$ cat src/rtl/fetch_unit.sv
// fetch_unit: single-slot instruction fetch stage with branch redirect and halt detection.
//
// Ports:
//   clk, rst_n       rising-edge clock; asynchronous active-low reset
//   start            pulse in IDLE that begins fetch at address 0
//   read             current PC, drives the instruction-memory address
//   instr            combinational instruction-memory data for read
//   branch_valid     redirect request (FETCH only)
//   branch_target    redirect address
//   ir, ir_pc        captured instruction and the address it came from
//   ir_valid         ir holds an unconsumed instruction
//   ir_ready         decode accepts ir this cycle
//   halted           high while in HALT
//   wrapped          sticky: PC has wrapped from all-ones to zero on a capture
//   fetch_count      saturating count of instructions captured into ir

module fetch_unit #(
    parameter int unsigned          ADDR_W    = 3,
    parameter int unsigned          INSTR_W   = 16,
    parameter logic [INSTR_W-1:0]   HALT_WORD = 16'hFFFF
) (
    input  logic                clk,
    input  logic                rst_n,
    input  logic                start,
    output logic [ADDR_W-1:0]   read,
    input  logic [INSTR_W-1:0]  instr,
    input  logic                branch_valid,
    input  logic [ADDR_W-1:0]   branch_target,
    output logic [INSTR_W-1:0]  ir,
    output logic [ADDR_W-1:0]   ir_pc,
    output logic                ir_valid,
    input  logic                ir_ready,
    output logic                halted,
    output logic                wrapped,
    output logic [7:0]          fetch_count
);

    typedef enum logic [1:0] {
        StIdle,
        StFetch,
        StHalt
    } state_t;

    state_t               r_state;
    state_t               w_state_d;
    logic [ADDR_W-1:0]    r_pc;
    logic [ADDR_W-1:0]    w_pc_d;
    logic [INSTR_W-1:0]   r_ir;
    logic [ADDR_W-1:0]    r_ir_pc;
    logic                 r_ir_valid;
    logic                 w_ir_valid_d;
    logic                 r_wrapped;
    logic [7:0]           r_count;

    logic                 w_slot_free;
    logic                 w_start;
    logic                 w_branch;
    logic                 w_capture;
    logic                 w_is_halt;

    // Slot is free when empty or being consumed this cycle.
    assign w_slot_free = !r_ir_valid || ir_ready;
    assign w_start     = (r_state == StIdle) && start;
    // Branch outranks both capture and stall.
    assign w_branch    = (r_state == StFetch) && branch_valid;
    assign w_capture   = (r_state == StFetch) && !branch_valid && w_slot_free;
    assign w_is_halt   = (instr == HALT_WORD);

    always_comb begin
        w_state_d = r_state;
        unique case (r_state)
            StIdle:  if (start) w_state_d = StFetch;
            StFetch: if (w_capture && w_is_halt) w_state_d = StHalt;
            StHalt:  w_state_d = StHalt;
            default: w_state_d = StIdle;
        endcase
    end

    always_comb begin
        w_pc_d = r_pc;
        if (w_start) begin
            w_pc_d = '0;
        end else if (w_branch) begin
            w_pc_d = branch_target;
        end else if (w_capture) begin
            // Natural modulo-2^ADDR_W wrap, also taken on the halting capture.
            w_pc_d = r_pc + ADDR_W'(1);
        end
    end

    always_comb begin
        w_ir_valid_d = r_ir_valid;
        if (w_branch) begin
            w_ir_valid_d = 1'b0;
        end else if (w_capture) begin
            w_ir_valid_d = 1'b1;
        end else if (ir_ready) begin
            // Only reachable as a drain in HALT (or a no-op in IDLE, where valid is 0).
            w_ir_valid_d = 1'b0;
        end
    end

    always_ff @(posedge clk or negedge rst_n) begin
        if (!rst_n) begin
            r_state <= StIdle;
        end else begin
            r_state <= w_state_d;
        end
    end

    always_ff @(posedge clk or negedge rst_n) begin
        if (!rst_n) begin
            r_pc       <= '0;
            r_ir       <= '0;
            r_ir_pc    <= '0;
            r_ir_valid <= 1'b0;
            r_wrapped  <= 1'b0;
            r_count    <= '0;
        end else begin
            r_pc       <= w_pc_d;
            r_ir_valid <= w_ir_valid_d;
            if (w_capture) begin
                r_ir    <= instr;
                r_ir_pc <= r_pc;
                if (r_pc == '1) begin
                    r_wrapped <= 1'b1;
                end
                if (r_count != 8'hFF) begin
                    r_count <= r_count + 8'd1;
                end
            end
        end
    end

    assign read        = r_pc;
    assign ir          = r_ir;
    assign ir_pc       = r_ir_pc;
    assign ir_valid    = r_ir_valid;
    assign halted      = (r_state == StHalt);
    assign wrapped     = r_wrapped;
    assign fetch_count = r_count;

endmodule

$ cat config.mk
export PLATFORM = sky130hd
export DESIGN_NAME = fetch_unit
export DESIGN_NICKNAME = d
export VERILOG_FILES = /design/src/rtl/fetch_unit.sv
export SDC_FILE = /design/constraint.sdc
export NUM_CORES = 1
export LEC_CHECK = 0
export ABC_AREA = 1
export BUFFER_PORTS_ARGS = -buffer_cell sky130_fd_sc_hd__buf_2
export CORE_UTILIZATION = 30
export CTS_BUF_LIST = sky130_fd_sc_hd__clkbuf_8
export DETAILED_ROUTE_END_ITERATION = 10
export GPL_ROUTABILITY_DRIVEN = 1
export MAX_ROUTING_LAYER = met4
export PLACE_DENSITY_LB_ADDON = 0.1
export SYNTH_ARGS = -nofsm -noshare
export SYNTH_HDL_FRONTEND = slang
export SYNTH_SLANG_ARGS = --single-unit
export TNS_END_PERCENT = 5
$ cat constraint.sdc
create_clock -name clk -period 1.7 [get_ports clk]
set_clock_uncertainty 0.15 [all_clocks]
set_input_delay 0.34 -clock clk [delete_from_list [all_inputs] [get_ports clk]]
set_output_delay 0.34 -clock clk [all_outputs]
set_load 0.03 [all_outputs]
# Word-level counts from Yosys, hierarchy flattened

Cells that the tools add are included.

Bits in registers: 34
Bits in latches: 0
Bits in writable memories: 0
Memory bits (read-only): 0
Output and inout bits: 33
Word-level logic and storage cells: 39
Memories kept: 0

$add $sub $neg: 2
Multiply operators: 0
Div/mod/pow operators: 0
Magnitude comparators: 0
Equality and inequality tests: 7
Shifts and indexed selects: 0
Muxes and demuxes: 9
Bitwise gates (word level): 0
Reductions and logical operators: 14

Operators with widths:

| kind                                                                   | count |
|---|---|
| 16-bit equality test (second input constant)                           | 1 |
| 3-bit two-way mux                                                      | 3 |
| 8-bit by 1-bit adder with 8-bit output (second input constant)         | 1 |
| 8-bit != test (second input constant)                                  | 1 |
| 2-bit one-hot mux with 3 select lines                                  | 1 |
| 2-bit AND reduction                                                    | 3 |
| 3-bit nonzero test                                                     | 2 |
| 1-bit logical AND                                                      | 5 |
| 2-bit two-way mux                                                      | 2 |
| 3-bit by 1-bit adder with 3-bit output (second input constant)         | 1 |
| 3-bit equality test (second input constant)                            | 1 |
| 1-bit two-way mux                                                      | 3 |
| 2-bit by 1-bit equality test with 1-bit output (second input constant) | 1 |
| 2-bit equality test (second input constant)                            | 1 |
| 1-bit zero test                                                        | 2 |
| 2-bit zero test                                                        | 1 |
| 2-bit by 1-bit != test with 1-bit output (second input constant)       | 1 |
| 2-bit != test (second input constant)                                  | 1 |
| 1-bit logical OR                                                       | 1 |

# Longest topological paths before layout

Gate-level depths: netlist (run 1).

Depth in word-level cells: 6
Gate-level depth with buffers: 9
Gate-level depth less buffers: 9

# Least setup slack after synthesis (run 1)

Ideal clock, no wire load.

Path type: reg2reg
Start point: reg r_count[0] (netlist: fetch_count[0])
End point: reg r_count[3] (netlist: fetch_count[3])
Arrival: 1493 ps
Data required time: 1429 ps
Path slack: -64 ps
Stages on the path, launching flop included: 9
Buffers on the path: 0
Period minus slack after synthesis: 1764 ps
Cell sequence: dfrtp_1 ha_1 nand2_2 nor2_4 nand2_2 o21ai_4 inv_4 nand2_1 o21ai_2

Cells in the longest elaborated chain, start to end: 2

Ends and longest elaborated chain:

| what                                                                                           | RTL line | text |
|---|---|---|
| start, declared                                                                                | 53       | `logic [7:0] r_count;` |
| start signal, assigned                                                                         | 129      | `r_count <= r_count + 8'd1;` |
| parallel branches: the longest is 2 deep, another holds 8-bit by 1-bit adder with 8-bit output | --       |  |

Parallel ways; which one is timed is not known.
A chain may end at the register's enable or synchronous reset.

# Worst setup path in the final report (run 1)

Start point: reg r_state[0]
End point: out halted

Cells in the longest elaborated chain, start to end: 1

Ends and longest elaborated chain:

| what                   | RTL line | text |
|---|---|---|
| start, declared        | 44       | `state_t r_state;` |
| start signal, assigned | 105      | `r_state <= StIdle;` |
| start signal, assigned | 107      | `r_state <= w_state_d;` |
| 2-bit equality test    | 139      | `assign halted = (r_state == StHalt);` |
| end, declared          | 33       | `output logic halted,` |

No other way between the ends.

==> results.toml, run 1 <==
[final_layout]
layout.nets = 285
stdcell_area_um2 = 2170
final_core_util = 0.419
final_cell_mix = "nand2_1, buf_2, dfrtp_1, inv_1, nor2_1"
drive_above_1_share = 0.331
antennaDiodeCount = 0
final_common_cell = "nand2_1"
area_growth_pct = 33.1
final_cells = 324
nFillCells = 542

[timing]
timing.final.crit_share = 0.952
worstMarginPinSlew_ns = 0.496
hold_viol = 0
max_freq_mhz = 618
rsz0062_at_grt = "no"
finalSetupTns_ns = 0
slew_headroom = 0.669
post-route-min-period_ns = 1.62
slew_viol_final = 0
finalSetupViolations = 0

[synth]
synthAdderAreaFrac = 0.0538
ys_warn_count = 0
syn_area_per_cell_um2 = 8.67
yosysSeqAreaShare = 0.522
synth_compound_area_frac = 0.0691
synthesis.nets = 219
synth-xor-area-share = 0.0323
yosys.cell_types.count = 26
synthMuxAreaShare = 0.0123
ys_ff_latch = 34
syn_inst = 188
synth_top_family_by_area = "simple AND/OR/NAND/NOR gates"
syn-cell-area_um2 = 1630
yosys.area_share.simple = 0.260

[critical_path]
crit_chain = "inv_1 > ha_1 > buf_2"
endpoint_kind = "output pin"
r2r-end = "fetch_count[3]"
slowest_delay_ns = 0.40
path_max_fanout = 3
worstPathArrival_ns = 1.13
reg2reg_from = "fetch_count[0]"
path_class = "reg -> out"
reg2reg_depth = 8
crit_path_top_delay_cell = "dfrtp_1"
r2r_setup_slack_ns = 0.13
crit_required_ns = 1.21
worstSetupStartpointType = "flop"

[placement]
portBuffers = 56
dp.cells = 316
dp_hpwl_mm = 2.79
dpl_cell_area_um2 = 2030
routabilityCongestion = 0.718

[clocking]
tritoncts.num_buffers = 5
cts_sinks = 34
clkTransAtPathRegs_ns = 0.07
post-cts-setup-buffer-count = 0
clock-root-buffer = "clkbuf_8"
htree_levels = 2
worst_skew_pair.late_latency_ns = 0.28
cts_tree = "done"
cts_buffer_depth = 2

[route]
antenna_left = 0
drt_iter0_drc = 54
wl_per_cell_um = 11.4
route.detailed.drc = 0
dr.pass1.iters = 4
viasPerCell = 4.35
vias = 1411
totalWireLength_mm = 3.68

[power]
peakVddDrop_uv = 626
power_density_nw_per_um2 = 1800
p_leak_uw = 0.00121
power_uw = 3900

[floorplan]
die_width_um = 75.7
core_area_um2 = 5170
start_util = 0.315
die_area_um2 = 5730
rows = 26
die_h_um = 75.7
ios = 57

[run]
drv_cap = 0

[global_route]
overflow = 0
grt_usage = 0.151
grt_pass1_vias = 1323
grt_max_degree = 20
antenna_found_initial = 0
grt_pass1_wl_mm = 6.05

[hold_path]
min_path_type = "in -> reg"
min_path_cells = 3
hold_start = "instr[11]"
holdPathEnd = "ir[11]"

[status]
status = "finished, final reports clean"
-- power breakdown --
group | internal (uW) | leakage (uW) | switching [uW]
sequential | 1140 | 0.000435 | 234
combinational | 636 | 0.000729 | 1290
clock | 315 | 0.0000485 | 289
total | 2090 | 0.00121 | 1810
-- per-stage QoR --
stage | hold WS (ns) | worst slack, ns
4_1_cts | 0.109 | 0.0553
3_3_place_gp | 0.185 | 0.0977
2_1_floorplan | -0.106 | 0.0424
3_5_place_dp | 0.186 | 0.0876
6_report | 0.112 | 0.0810
5_1_grt | 0.123 | 0.00123
-- worst max path at each step --
stage,slack [ns],depth (start not counted),to,startpoint
2_1_floorplan,0.04,8,fetch_count[3],fetch_count[0]
3_3_place_gp,0.1,8,fetch_count[3],fetch_count[0]
3_5_place_dp,0.09,8,fetch_count[4],fetch_count[0]
4_1_cts,0.06,3,halted,r_state[0]
5_1_grt,0.001,3,halted,r_state[0]
6_report,0.08,3,halted,r_state[0]
-- routing by layer --
metal | vias up | track usage | routed length [um]
li1 | 719 | - | -
met4 | 0 | 0.0556 | 30
met5 | - | - | 0
met2 | 50 | 0.233 | 1660
met3 | 4 | 0.0450 | 230
met1 | 638 | 0.188 | 1760
-- cell type report --
class / count / area, um2 / share of cell area
well taps: 70 / 87.6 / 0.0404
clock buffers: 6 / 82.6 / 0.0381
flip-flops and latches: 34 / 853 / 0.394
multi-input cells: 135 / 724 / 0.334
repair buffers: 63 / 355 / 0.164
inverters: 15 / 61.3 / 0.0283
clock inverters: 1 / 3.75 / 0.00173
-- critical path: cells and delay by family, from the launching register on --
kind                     cells  cell delay, ns
flip-flops                   1            0.40
buffers and inverters        2            0.30
adder cells (fa/ha/maj)      1            0.15
-- what timing repair did --
action | CTS | global route
resized for setup | 0 | 8
endpoints found under the setup margin | 0 | 10
hold buffers | 1 | 0
hold endpoints to repair | 18 | 0
-- sequential cells by signal, indices dropped and copies added (netlist names) --
name         cells
read             3
r_state          2
ir_valid         1
wrapped          1
fetch_count      8
ir              16
ir_pc            3
-- synthesized netlist by cell type (all sizes together) --
| master | instances | share of area |
|---|---|---|
| nor2 | 8 | 0.023 |
| nand2 | 87 | 0.20 |
| mux2i | 2 | 0.012 |
| clkbuf | 2 | 0.0046 |
| xnor2 | 3 | 0.016 |
| ha | 7 | 0.054 |
| a31o | 1 | 0.0054 |
| o22ai | 2 | 0.0077 |
| inv | 15 | 0.036 |
| o21bai | 1 | 0.0046 |
| nor3 | 1 | 0.0031 |
| nand3 | 8 | 0.031 |
| o211ai | 1 | 0.0046 |
| a21oi | 1 | 0.0031 |
| dfrtp | 34 | 0.52 |
| buf | 2 | 0.0092 |
| a21o | 1 | 0.0046 |
| xor2 | 3 | 0.016 |
| o21ai | 9 | 0.039 |
-- cells by family (layout without fill, tap and decap cells) --
logic type / after synthesis / count (layout)
muxes: 2 / 2
adders and majority gates: 7 / 7
xor gates and xnor gates: 6 / 6
AOI/OAI and AO/OA: 16 / 16
buffers and inverters: 19 / 85
DFF: 34 / 34
and+or+nand+nor: 104 / 104
(Power assumes the default switching activity.)
==> inputs of run 2 (changes only) <==
==> constraint.sdc (replaced) <==
create_clock -name clk -period 1.7 [get_ports clk]
set_clock_uncertainty 0.15 [all_clocks]
set_input_delay 0.085 -clock clk [delete_from_list [all_inputs] [get_ports clk]]
set_output_delay 0.085 -clock clk [all_outputs]
set_load 0.03 [all_outputs]
==> run 2 against run 1 <==
Routed wire length grew 7.5%. Largest power group unchanged. Worst setup slack gained 0.056 ns. Flip-flop and latch count is the same. Clock power grew 4.1%.
==> results.toml, run 2 (same netlist as run 1, synthesis figures left out) <==
[timing]
hold_viol = 0
max_freq_mhz = 640
worstMarginPinSlew_ns = 0.515
setup_slack_ns = 0.137
post-route-min-period_ns = 1.56
slew_headroom = 0.657
slew_viol_final = 0
finalSetupViolations = 0
timing.final.crit_share = 0.919

[clocking]
clkTransAtPathRegs_ns = 0.07
cts_buffer_depth = 2
tritoncts.num_buffers = 5
post-cts-setup-buffer-count = 0
cts_sinks = 34
clock-root-buffer = "clkbuf_8"
htree_levels = 2
worst_skew_pair.late_latency_ns = 0.28
cts_tree = "done"

[critical_path]
endpoint_kind = "flop"
worstPathArrival_ns = 1.59
crit_required_ns = 1.73
worstSetupStartpointType = "flop"
path_max_fanout = 6
path_class = "reg -> reg"

[run]
drv_cap = 0

[route]
antenna_left = 0
dr.pass1.iters = 4
viasPerCell = 4.32
drt_iter0_drc = 47
wl_per_cell_um = 11.5
totalWireLength_mm = 3.95
route.detailed.drc = 0
vias = 1489

[placement]
dp_hpwl_mm = 2.75
dpl_cell_area_um2 = 2020
pre_cts_slack_ns = 0.0814
routabilityCongestion = 0.708
portBuffers = 56
dp.cells = 316

[final_layout]
layout.nets = 305
final_common_cell = "nand2_1"
final_cell_mix = "nand2_1, buf_2, dfrtp_1, dlygate4sd3_1, inv_1"
antennaDiodeCount = 0
nFillCells = 515
drive_above_1_share = 0.313
stdcell_area_um2 = 2350
area_growth_pct = 44.2
final_cells = 345
largest_reg_flops = 16

[hold_path]
min_path_type = "in -> reg"

[floorplan]
die_width_um = 75.7
rows = 26
die_h_um = 75.7
start_util = 0.315
ios = 57
die_area_um2 = 5730
core_area_um2 = 5170

[global_route]
gr-usage-met2 = 0.251
overflow = 0
grt-busiest-layer = "met2"
use_met3 = 0.0437
grt_usage = 0.155
antenna_found_initial = 0
grt_pass1_vias = 1413
grt_pass1_wl_mm = 6.27
met1_usage = 0.182
grt_max_degree = 22

[status]
status = "finished, final reports clean"

[power]
p_leak_uw = 0.00128
peakVddDrop_uv = 650
power_density_nw_per_um2 = 1680
power_uw = 3950
## run 2: what timing repair did
item,CTS,global route
setup endpoints to repair,0,13
hold buffers,20,0
hold endpoints to repair,39,0
gates resized for setup,0,6
## run 2: area by class of cell
class / instances / area, um2 / share of cell area
flip-flops and latches: 34 / 853 / 0.363
inverters: 15 / 61.3 / 0.0261
multi-input cells: 136 / 731 / 0.311
clock inverters: 2 / 8.76 / 0.00373
repair buffers: 82 / 526 / 0.224
well taps: 70 / 87.6 / 0.0373
clock buffers: 6 / 82.6 / 0.0351
## run 2: worst paths after layout
path / startpoint / slack, ns / cells past startpoint / endpoint
worst max-delay path: fetch_count[0] / 0.14 / 8 / fetch_count[4]
worst max register to register: fetch_count[0] / 0.14 / 8 / fetch_count[4]
worst min register to register: wrapped / 0.30 / 1 / wrapped
max in group asynchronous: rst_n / 0.67 / 3 / ir[9]
min in group asynchronous: rst_n / 0.15 / 2 / r_state[0]
worst min-delay path: branch_target[0] / 0.03 / 5 / read[0]
## run 2: per-layer routing
metal / share of wire / wire length, um / vias to the layer above
met1: 0.49 / 1930 / 681
met4: 0.015 / 61 / 0
li1: - / - / 759
met3: 0.045 / 179 / 6
met2: 0.45 / 1790 / 43
met5: 0 / 0 / -
## run 2: critical path: stages (launching register included)
cell,delay [ns]
dfrtp_2,0.41
ha_4,0.15
nand2_2,0.07
nor2_4,0.12
nand2_2,0.10
o21ai_4,0.25
inv_4,0.08
nand2_1,0.08
o21ai_2,0.05
## run 2: per-stage QoR
step	setup TNS (ns)	hold slack [ns]	utilization
after floorplan	0	-0.361	-
after global placement	0	-0.0534	0.391
after detailed placement	0	-0.0629	0.391
after CTS	0	0.0141	0.447
after global routing	-0.000711	0.0504	0.454
final	0	0.0275	0.454
## run 2: report_power, final
group / switching [uW] / internal [uW]
Combinational: 1290 / 652
Sequential: 236 / 1140
Clock: 308 / 321
==> inputs of run 3 (changes only) <==
--- a/config.mk
+++ b/config.mk
@@ -8,4 +8,5 @@
 export ABC_AREA = 1
+export ABC_CLOCK_PERIOD_IN_PS = 1700
 export BUFFER_PORTS_ARGS = -buffer_cell sky130_fd_sc_hd__buf_2
-export CORE_UTILIZATION = 30
+export CORE_UTILIZATION = 48
 export CTS_BUF_LIST = sky130_fd_sc_hd__clkbuf_8
--- a/constraint.sdc
+++ b/constraint.sdc
@@ -4,2 +4,2 @@
 set_output_delay 0.085 -clock clk [all_outputs]
-set_load 0.03 [all_outputs]
+set_load 0.02 [all_outputs]
==> run 3 against run 2 <==
Routed wire length is 5.9% lower. Critical path depth unchanged. First-iteration DRC count up 62%. Die area decreased by 37%. Core utilization grew 29 points. Hold slack barely moved. Register-to-register slack worse by 0.04 ns. Combinational power fell by 11%. Sequential share of layout area grew 0.32 points.
==> results.toml, run 3 (same netlist as run 1, synthesis figures left out) <==
[final_layout]
layout.area.seq_um2 = 851
final_cell_mix = "nand2_1, buf_2, dfrtp_1, dlygate4sd3_1, inv_1"
drive_above_1_share = 0.310
largest_reg_flops = 16
final_common_cell = "nand2_1"
nFillCells = 240
stdcell_area_um2 = 2320
multi_input_area_um2 = 726
final_cells = 321
antennaDiodeCount = 0
area_growth_pct = 42.6
layout.nets = 307

[hold_path]
min_path_type = "in -> reg"

[route]
viasPerCell = 4.64
antenna_left = 0
route.detailed.drc = 0
totalWireLength_mm = 3.72
wl_per_cell_um = 11.6
drt_iter0_drc = 76
vias = 1489
dr.pass1.iters = 4

[clocking]
htree_levels = 2
cts_sinks = 34
cts_buffer_depth = 2
clkTransAtPathRegs_ns = 0.07
cts_tree = "done"
worst_skew_pair.late_latency_ns = 0.28
tritoncts.num_buffers = 5
clock-root-buffer = "clkbuf_8"

[critical_path]
path_buf_inv = 1
crit_path_top_delay_cell = "dfrtp_1"
cp-endpoint = "fetch_count[4]"
endpoint_kind = "flop"
worstPathArrival_ns = 1.63
reg2reg_from = "fetch_count[1]"
path_max_fanout = 6
path_depth = 8
crit_family = "flip-flops"
crit_required_ns = 1.73
slowest_delay_ns = 0.39
crit_chain = "ha_2 > nand2_2 > nor2_4 > nand2_4 > o21ai_4 > inv_4 > nand2_1 > o21ai_2"
reg2reg_depth = 8
path_class = "reg -> reg"
crit_start = "fetch_count[1]"
worstSetupStartpointType = "flop"
r2r-end = "fetch_count[4]"
r2r_setup_slack_ns = 0.1

[timing]
worstMarginPinSlew_ns = 0.431
slew_viol_final = 0
hold_viol = 0
post-route-min-period_ns = 1.60
slew_headroom = 0.713
timing.final.crit_share = 0.943
rsz0062_at_grt = "yes"
max_freq_mhz = 624
finalSetupViolations = 0

[global_route]
grt_max_degree = 35
grt_pass1_wl_mm = 5.67
grt_usage = 0.224
overflow = 0
antenna_found_initial = 0
grt_pass1_vias = 1384

[floorplan]
die_h_um = 60.3
ios = 57
core_area_um2 = 3130
rows = 20
die_width_um = 60.3
die_area_um2 = 3630
start_util = 0.521

[placement]
portBuffers = 56
routabilityCongestion = 0.771
dp_hpwl_mm = 2.46
dp.cells = 290
dpl_cell_area_um2 = 1990

[run]
drv_cap = 0

[power]
p_leak_uw = 0.00131
power_density_nw_per_um2 = 1580
peakVddDrop_uv = 1090

[status]
status = "finished, final reports clean"
-- run 3: metrics by stage --
step | setup TNS (ns) | hold slack (ns) | total power, uW | worst slack, ns | utilization
after floorplan | 0 | -0.361 | 2450 | 0.0196 | -
after global placement | 0 | -0.0102 | 2980 | 0.0972 | 0.635
after detailed placement | 0 | -0.00941 | 3000 | 0.0641 | 0.635
after CTS | 0 | 0.0216 | 3650 | 0.0524 | 0.728
after global routing | -0.00648 | 0.0817 | 3980 | -0.00648 | 0.742
final | 0 | 0.0277 | 3680 | 0.0975 | 0.742
-- run 3: worst min path at each step --
| stage | depth (start not counted) | to | slack (ns) | startpoint |
|---|---|---|---|---|
| 5_1_grt | 5 | r_state[0] | 0.08 | start |
| 3_3_place_gp | 2 | ir[14] | -0.01 | rst_n |
| 3_5_place_dp | 2 | ir[14] | -0.009 | rst_n |
| 6_report | 4 | read[0] | 0.03 | start |
| 4_1_cts | 5 | r_state[0] | 0.02 | start |
| 2_1_floorplan | 0 | fetch_count[0] | -0.36 | rst_n |
-- run 3: cell type report --
cell class	count	area share
clock inverters	2	0.00377
repair buffers	84	0.233
multi-input cells	136	0.312
well taps	44	0.0237
flip-flops and latches	34	0.366
inverters	15	0.0253
clock buffers	6	0.0356
-- run 3: power breakdown --
part | internal, uW | total [uW] | switching, uW
clock network | 321 | 607 | 286
registers | 1140 | 1350 | 215
logic | 663 | 1720 | 1050
-- run 3: worst min-delay path, stage by stage --
cell and delay [ns]:
buf_2 0.08, nand2_1 0.08, nand3_1 0.08, o21ai_0 0.07
-- run 3: per-layer routing --
| metal | vias up | global-route usage | wire length [um] |
|---|---|---|---|
| li1 | 764 | - | - |
| met4 | 0 | 0.0997 | 60 |
| met5 | - | - | 0 |
| met1 | 675 | 0.259 | 1640 |
| met2 | 44 | 0.370 | 1870 |
| met3 | 6 | 0.0476 | 149 |
-- run 3: what timing repair did --
| item | CTS | global route |
|---|---|---|
| hold buffers | 20 | 0 |
| endpoints found under the setup margin | 0 | 10 |
| endpoints found under the hold margin | 53 | 0 |
| buffers inserted | 0 | 2 |
| resized for setup | 0 | 5 |
